### src/rtl/matmul_scheduler.sv
// matmul_scheduler: walks the i/j/k loops of a small C = A*B job, issuing MAC, accumulator-clear and C-write strobes.
// Strobes are registered, so stall_i sampled at one edge freezes the MAC step in the following cycle.
module matmul_scheduler #(
    parameter int DATA_WIDTH = 8,
    parameter int BUS_WIDTH  = 16
) (
    input  logic       clk_i,
    input  logic       rst_ni,
    input  logic       start_i,
    input  logic [1:0] n_dim_i,
    input  logic [1:0] k_dim_i,
    input  logic [1:0] m_dim_i,
    input  logic       stall_i,
    output logic [1:0] row_o,
    output logic [1:0] col_o,
    output logic [1:0] k_o,
    output logic       mac_valid_o,
    output logic       clear_acc_o,
    output logic       write_en_o,
    output logic [3:0] c_idx_o,
    output logic       busy_o,
    output logic       finish_o,
    output logic       err_o
);
    localparam int MAX_DIM = BUS_WIDTH / DATA_WIDTH;

    typedef enum logic [2:0] {IDLE, LOAD, MAC, WRITE, DONE} state_t;

    state_t     state;
    logic [1:0] n_last, k_last, m_last, i, j, k;
    logic       start_q, armed, ovf, start_edge;

    // armed stays low until start_i is seen low, so a start held through reset cannot launch a job
    assign start_edge = start_i & ~start_q & armed;
    assign ovf = int'(n_dim_i) >= MAX_DIM || int'(k_dim_i) >= MAX_DIM || int'(m_dim_i) >= MAX_DIM;

    assign row_o   = i;
    assign col_o   = j;
    assign k_o     = k;
    assign c_idx_o = 4'(int'(i) * MAX_DIM + int'(j));

    always_ff @(posedge clk_i or negedge rst_ni) begin
        if (!rst_ni) begin
            state       <= IDLE;
            n_last      <= '0;
            k_last      <= '0;
            m_last      <= '0;
            i           <= '0;
            j           <= '0;
            k           <= '0;
            start_q     <= 1'b0;
            armed       <= 1'b0;
            mac_valid_o <= 1'b0;
            clear_acc_o <= 1'b0;
            write_en_o  <= 1'b0;
            busy_o      <= 1'b0;
            finish_o    <= 1'b0;
            err_o       <= 1'b0;
        end else begin
            start_q     <= start_i;
            armed       <= armed | ~start_i;
            mac_valid_o <= 1'b0;
            clear_acc_o <= 1'b0;
            write_en_o  <= 1'b0;
            finish_o    <= 1'b0;
            case (state)
                IDLE: if (start_edge) begin
                    state  <= LOAD;
                    busy_o <= 1'b1;
                    err_o  <= 1'b0;
                end
                LOAD: begin
                    n_last <= n_dim_i;
                    k_last <= k_dim_i;
                    m_last <= m_dim_i;
                    i      <= '0;
                    j      <= '0;
                    k      <= '0;
                    if (ovf) begin
                        err_o    <= 1'b1;
                        finish_o <= 1'b1;
                        state    <= DONE;
                    end else begin
                        mac_valid_o <= ~stall_i;
                        clear_acc_o <= ~stall_i;
                        state       <= MAC;
                    end
                end
                // mac_valid_o marks a cycle that actually stepped; a low value here means we were stalled
                MAC: if (!mac_valid_o) begin
                    mac_valid_o <= ~stall_i;
                    clear_acc_o <= ~stall_i & (k == 2'd0);
                end else if (k == k_last) begin
                    k          <= '0;
                    write_en_o <= 1'b1;
                    state      <= WRITE;
                end else begin
                    k           <= k + 2'd1;
                    mac_valid_o <= ~stall_i;
                end
                WRITE: begin
                    j <= (j == m_last) ? 2'd0 : j + 2'd1;
                    if (j == m_last) i <= i + 2'd1;
                    if (i == n_last && j == m_last) begin
                        finish_o <= 1'b1;
                        state    <= DONE;
                    end else begin
                        mac_valid_o <= ~stall_i;
                        clear_acc_o <= ~stall_i;
                        state       <= MAC;
                    end
                end
                DONE: begin
                    busy_o <= 1'b0;
                    state  <= IDLE;
                end
                default: state <= IDLE;
            endcase
        end
    end
endmodule

### config.mk
export PLATFORM = sky130hd
export DESIGN_NAME = matmul_scheduler
export DESIGN_NICKNAME = d
export VERILOG_FILES = /design/src/rtl/matmul_scheduler.sv
export SDC_FILE = /design/constraint.sdc
export NUM_CORES = 1
export LEC_CHECK = 0
export CAP_MARGIN = 15
export CORE_MARGIN = 2
export CORE_UTILIZATION = 48
export DETAILED_ROUTE_END_ITERATION = 10
export GPL_TIMING_DRIVEN = 0
export MAX_ROUTING_LAYER = met4
export PLACE_DENSITY = 0.77
export SYNTH_ARGS = -nofsm -noshare
export SYNTH_HDL_FRONTEND = slang
export SYNTH_SLANG_ARGS = --single-unit
### constraint.sdc
create_clock -name clk_i -period 2 [get_ports clk_i]
set_clock_uncertainty 0.05 [all_clocks]
set_input_delay 0.6 -clock clk_i [delete_from_list [all_inputs] [get_ports clk_i]]
set_output_delay 0.6 -clock clk_i [all_outputs]
set_load 0.01 [all_outputs]
==> flow_metrics.tcl, run 1 <==
set metrics [dict create \
    path_class "flip-flop to output pin" \
    drtPass1Iterations 4 \
    setup_viol 0 \
    drv_slew 0 \
    area_growth_pct 30.9 \
    async_flop_share_pct 100 \
    cp.required_ns 1.35 \
    cp.arrival_ns 1.32 \
    antenna_found_initial 0 \
    power.leakage_nw 0.649 \
    synth_area_mm2 0.00111 \
    place_ws_ns -0.150 \
    yosysSeqAreaShare_pct 51.7 \
    synth_nets 112 \
    drc 0 \
    clkTransAtPathRegs_ns 0.12 \
    initial_utilization_pct 50.3 \
    grt_max_degree 24 \
    htree_num_levels 1 \
    final_cell_mix "clkdlybuf4s50_1, dfrtp_1, nor2_1" \
    max-vdd-ir-drop_uv 939 \
    synthFlopType "dfrtp_1" \
    rows 17 \
    worstSkewPairLatency_ns 0.30 \
    fmax_ghz 0.507 \
    period_share_pct 98.5 \
    hpwlAfterDp_um 1560 \
    synth_seq_cells 23 \
    fin_nets 147 \
    worst_hold_slack_ns 0.434 \
    hold_viol 0 \
    numPortBuffers 25 \
    setup_ws_ns 0.0293 \
    yosysWarnings 0 \
    die_area_mm2 0.00272 \
    cts_hold_buffers 0 \
    cts_root_buffer "clkbuf_4" \
    n_antenna_cell 0 \
    cap_violations 0 \
    layout_min_cycle_time_ns 1.97 \
    detail-route-antenna-nets 0 \
    start_kind "flip-flop" \
    hp-class "flip-flop to flip-flop" \
    first_iter_violations 16 \
    vias 873 \
    grt_pass1_vias 838 \
    fillCellCount 184 \
    routed_via_density 5.42 \
    endpoint_kind "output pin" \
    cts_buffer_depth 2 \
    cts_tree "built" \
    slew_headroom_pct 32.3 \
    routedWlPerCell_um 13.1 \
    globalplace.congestion 0.735 \
    coreArea_mm2 0.00221 \
    numCtsBuffers 3 \
    grt_usage_pct 19.0 \
    grt_overflow 0 \
    wl_um 2100 \
    multi_input_comb_area_um2 497 \
    grt_pass1_wl_um 3660 \
    post_synth_num_cell_types 35 \
    avgSynthCellArea_um2 11.2 \
    register_area_um2 582 \
    cts_num_sinks 23 \
    layout_commonest_cell "clkdlybuf4s50_1" \
    cp_max_fo 2 \
    synth_edf_count 0 \
    p_per_area_mw_per_mm2 1230 \
    die_x_um 52.2 \
    rsz0062_at_grt "true" \
    worst_pin_slew_ns 1.01 \
    die_y_um 52.2 \
    pin_count 26 \
    drive_gt1_share_pct 18.8 \
    synthCells 99 \
    outcome "finished clean" \
]
state kept, by name, summed over array words and instances, names as in the netlist:
| name | flops |
|---|---|
| armed | 1 |
| busy_o | 1 |
| clear_acc_o | 1 |
| col_o | 2 |
| err_o | 1 |
| finish_o | 1 |
| k_last | 2 |
| k_o | 2 |
| m_last | 2 |
| mac_valid_o | 1 |
| n_last | 2 |
| row_o | 2 |
| start_q | 1 |
| state | 3 |
| write_en_o | 1 |
cell type report:
class	instances	area share, %
Buffer	4	1.97
Clock inverter	1	0.343
Tap cell	28	2.40
Timing Repair Buffer	30	18.7
Inverter	4	1.03
Sequential cell	23	39.9
Clock buffer	3	1.55
Multi-Input combinational cell	68	34.1
cell usage after synthesis (2+ instances only):
cell type,instances,area [um^2]
nand2b_1,5,31.3
xor2_1,2,17.5
buf_2,2,10.0
inv_1,4,15.0
dfrtp_1,23,576
a31o_1,2,17.5
mux2_1,6,67.6
o31ai_1,2,15.0
xnor2_1,4,35.0
nor3_1,5,25.0
nor2_1,8,30.0
o21ai_1,3,15.0
nand2_1,4,15.0
a21oi_1,3,15.0
a22o_1,2,17.5
nand3_1,3,15.0
ha_1,3,37.5
through the flow:
| step | std cells | power (mW) | TNS (ns) | cell area (um^2) | utilization [%] |
|---|---|---|---|---|---|
| after floorplan | 99 | 1.26 | 0 | 1110 | - |
| after global placement | 152 | 1.54 | -0.0998 | 1400 | 63.2 |
| after detailed placement | 152 | 1.57 | -0.155 | 1400 | 63.2 |
| after CTS | 160 | 1.80 | 0 | 1450 | 65.6 |
| after global routing | 161 | 1.93 | -0.0201 | 1460 | 65.9 |
| final | 161 | 1.79 | 0 | 1460 | 65.9 |
power by group:
part	leakage [nW]	internal [mW]	switching, mW
Clock	0.0177	0.0745	0.133
Combinational	0.348	0.465	0.382
Sequential	0.283	0.616	0.123
Total	0.649	1.16	0.637
per-layer routing:
layer  vias up  GRT usage, %  share of wire, %
met5         -             -                 0
met1       430          23.7                46
met3         2          2.87               3.8
li1        419             -                 -
met4         0          7.69              0.81
met2        22          31.2                49
final timing paths:
path / startpoint / end / slack [ns] / cells past startpoint
min in group asynchronous: rst_ni / m_last[0] / 0.78 / 1
min reg2reg: armed / armed / 0.43 / 1
max: row_o[0] / c_idx_o[2] / 0.03 / 3
max reg2reg: col_o[0] / mac_valid_o / 0.40 / 5
max in group asynchronous: rst_ni / k_o[0] / 0.43 / 1
min: armed / armed / 0.43 / 1
worst max-delay path: stages (launching register included):
cell	delay, ns
dfrtp_2	0.43
ha_2	0.18
ha_1	0.27
buf_2	0.14
cells by family (layout without fill, tap and decap cells):
logic type	Yosys count	count (layout)	synth area share, %
AOI/OAI and AO/OA	17	17	10.9
xor gates and xnor gates	6	6	4.72
adders and majority gates	3	3	3.37
buffers and inverters	8	42	3.93
DFF	23	23	51.7
muxes	9	9	9.32
and+or+nand+nor	33	33	16.1
timing repair:
item | 4_1_cts | 5_1_grt
endpoints found under the setup margin | 8 | 4
setup buffers | 4 | 1
gates resized for setup | 14 | 3
hold endpoints to repair | 0 | 0
Note: power is estimated with default switching activity, not from simulation.
==> run 2, diff against run 1 <==
--- a/config.mk
+++ b/config.mk
@@ -6,12 +6,12 @@
 export NUM_CORES = 1
 export LEC_CHECK = 0
 export CAP_MARGIN = 15
+export CORE_ASPECT_RATIO = 2
 export CORE_MARGIN = 2
-export CORE_UTILIZATION = 48
+export CORE_UTILIZATION = 25
 export DETAILED_ROUTE_END_ITERATION = 10
 export GPL_TIMING_DRIVEN = 0
 export MAX_ROUTING_LAYER = met4
-export PLACE_DENSITY = 0.77
 export SYNTH_ARGS = -nofsm -noshare
 export SYNTH_HDL_FRONTEND = slang
 export SYNTH_SLANG_ARGS = --single-unit
==> constraint.sdc (replaced) <==
create_clock -name clk_i -period 2.23 [get_ports clk_i]
set_clock_uncertainty 0.05 [all_clocks]
set_input_delay 0.669 -clock clk_i [delete_from_list [all_inputs] [get_ports clk_i]]
set_output_delay 0.669 -clock clk_i [all_outputs]
set_load 0.01 [all_outputs]
==> run 2 against run 1 <==
Global-route usage is 7.4 points lower. Combinational power is 12% lower. Power is 6.7% lower. Sequential power is 8.7% lower. Utilization is 31 points lower.
==> flow_metrics.tcl, run 2 (synthesized netlist as in run 1, its figures left out) <==
set metrics [dict create \
    drtPass1Iterations 4 \
    grt_pass1_vias 951 \
    path_class "flip-flop to output pin" \
    cp.arrival_ns 1.42 \
    final_cell_mix "clkdlybuf4s50_1, dfrtp_1, nor2_1" \
    routed_via_density 4.65 \
    cts_tree "built" \
    largest_register_ffs 3 \
    detail-route-antenna-nets 0 \
    worst_pin_slew_ns 1.00 \
    worst_hold_slack_ns 0.429 \
    coreArea_mm2 0.00430 \
    fin_nets 144 \
    finalInstanceArea_mm2 0.00149 \
    p_int_mw 1.09 \
    period_share_pct 96.0 \
    die_area_mm2 0.00504 \
    pin_count 26 \
    grt_pass1_wl_um 4250 \
    worstSkewPairLatency_ns 0.26 \
    numPortBuffers 25 \
    seqPwrFrac_pct 40.3 \
    die_y_um 98.4 \
    fmax_ghz 0.467 \
    regMostFlops "state" \
    layout_min_cycle_time_ns 2.14 \
    cts_root_buffer "clkbuf_8" \
    power_frac_clock_pct 15.2 \
    hpwlAfterDp_um 1910 \
    cp_max_fo 2 \
    drc 0 \
    fin_tns_setup_ns 0 \
    max-vdd-ir-drop_uv 378 \
    r2r_slack_ns 0.61 \
    drive_gt1_share_pct 11.5 \
    die_x_um 51.2 \
    power.leakage_nw 0.651 \
    timing.rr.end "mac_valid_o" \
    min_from "armed" \
    initial_utilization_pct 25.9 \
    layout_commonest_cell "clkdlybuf4s50_1" \
    n_antenna_cell 0 \
    wl_um 2410 \
    cp.required_ns 1.51 \
    routedWlPerCell_um 13.1 \
    htree_num_levels 1 \
    power_frac_comb_pct 44.4 \
    clkTransAtPathRegs_ns 0.08 \
    startpoint "col_o[1]" \
    min_to "armed" \
    drv_slew 0 \
    sw_frac_of_total_pct 34.9 \
    grt_overflow 0 \
    endpoint_kind "output pin" \
    rows 34 \
    cap_violations 0 \
    dpl_cell_area_mm2 0.00143 \
    numCtsBuffers 3 \
    cts_buffer_depth 2 \
    hold_viol 0 \
    vias 856 \
    area_growth_pct 34.2 \
    min_path_cells 1 \
    hp-class "flip-flop to flip-flop" \
    cts_hold_buffers 0 \
    total_power_mw 1.67 \
    antenna_found_initial 0 \
    timing.rr.start "col_o[1]" \
    p_per_area_mw_per_mm2 1120 \
    grt_max_degree 24 \
    grt_usage_pct 11.6 \
    cts_num_sinks 23 \
    switchingPower_mw 0.584 \
    reg2reg_depth 5 \
    rsz0062_at_grt "false" \
    outcome "finished clean" \
    first_iter_violations 20 \
    slew_headroom_pct 33.0 \
    globalplace.congestion 0.739 \
    setup_viol 0 \
    start_kind "flip-flop" \
]
-- run 2: cell count changes in the layout (fill, tap and decap cells not counted), moves of 2 or more --
| cell | before | now |
|---|---|---|
| dlygate4sd2_1 | 4 | 2 |
| buf_4 | 6 | 3 |
| clkdlybuf4s50_1 | 19 | 22 |
| dfrtp_1 | 18 | 21 |
| dfrtp_2 | 5 | 2 |
| clkbuf_4 | 3 | 0 |
| clkbuf_8 | 0 | 3 |
-- run 2: timing repair --
action	4_1_cts	5_1_grt
setup buffers	2	0
endpoints found under the hold margin	0	0
resized for setup	4	1
pin swaps	0	0
setup endpoints to repair	3	1
gates cloned	0	0
-- run 2: metrics by stage --
stage,setup WS (ns),instances,util (%)
4_1_cts,0.0126,184,34.7
6_report,0.0885,184,34.8
2_1_floorplan,0.527,99,-
5_1_grt,0.0164,184,34.8
3_3_place_gp,0.0521,178,33.3
3_5_place_dp,0.0121,178,33.3
-- run 2: critical path: stages (launching register included) --
cell,delay (ns)
dfrtp_2,0.43
ha_1,0.19
ha_1,0.26
dlygate4sd2_1,0.29
-- run 2: worst max-delay path by stage --
stage | end | slack, ns
floorplan | c_idx_o[2] | 0.53
finish | c_idx_o[2] | 0.09
detailed placement | c_idx_o[2] | 0.01
global route | c_idx_o[2] | 0.02
CTS | c_idx_o[1] | 0.01
global placement | c_idx_o[2] | 0.05
-- run 2: routing by layer --
| layer | up-vias | wire [um] | GRT usage [%] |
|---|---|---|---|
| met1 | 421 | 792 | 10.5 |
| met5 | - | 0 | - |
| met3 | 9 | 64 | 1.83 |
| met2 | 21 | 1470 | 21.9 |
| met4 | 0 | 86 | 5.82 |
| li1 | 405 | - | - |
-- run 2: power groups by stage --
stage / clock network (mW) / registers, mW / logic [mW]
2_1_floorplan: 0 / 0.692 / 0.436
3_3_place_gp: 0 / 0.688 / 0.703
3_5_place_dp: 0 / 0.699 / 0.727
4_1_cts: 0.263 / 0.678 / 0.759
5_1_grt: 0.282 / 0.699 / 0.819
6_report: 0.255 / 0.675 / 0.743
-- run 2: layout make-up --
cell class / instances / area (um^2)
buffer: 4 / 28.8
clock buffer: 4 / 45.0
fill: 452 / 2800
inverter: 4 / 15.0
multi-input combinational: 68 / 494
sequential: 23 / 578
tap: 54 / 67.6
timing repair buffer: 27 / 265
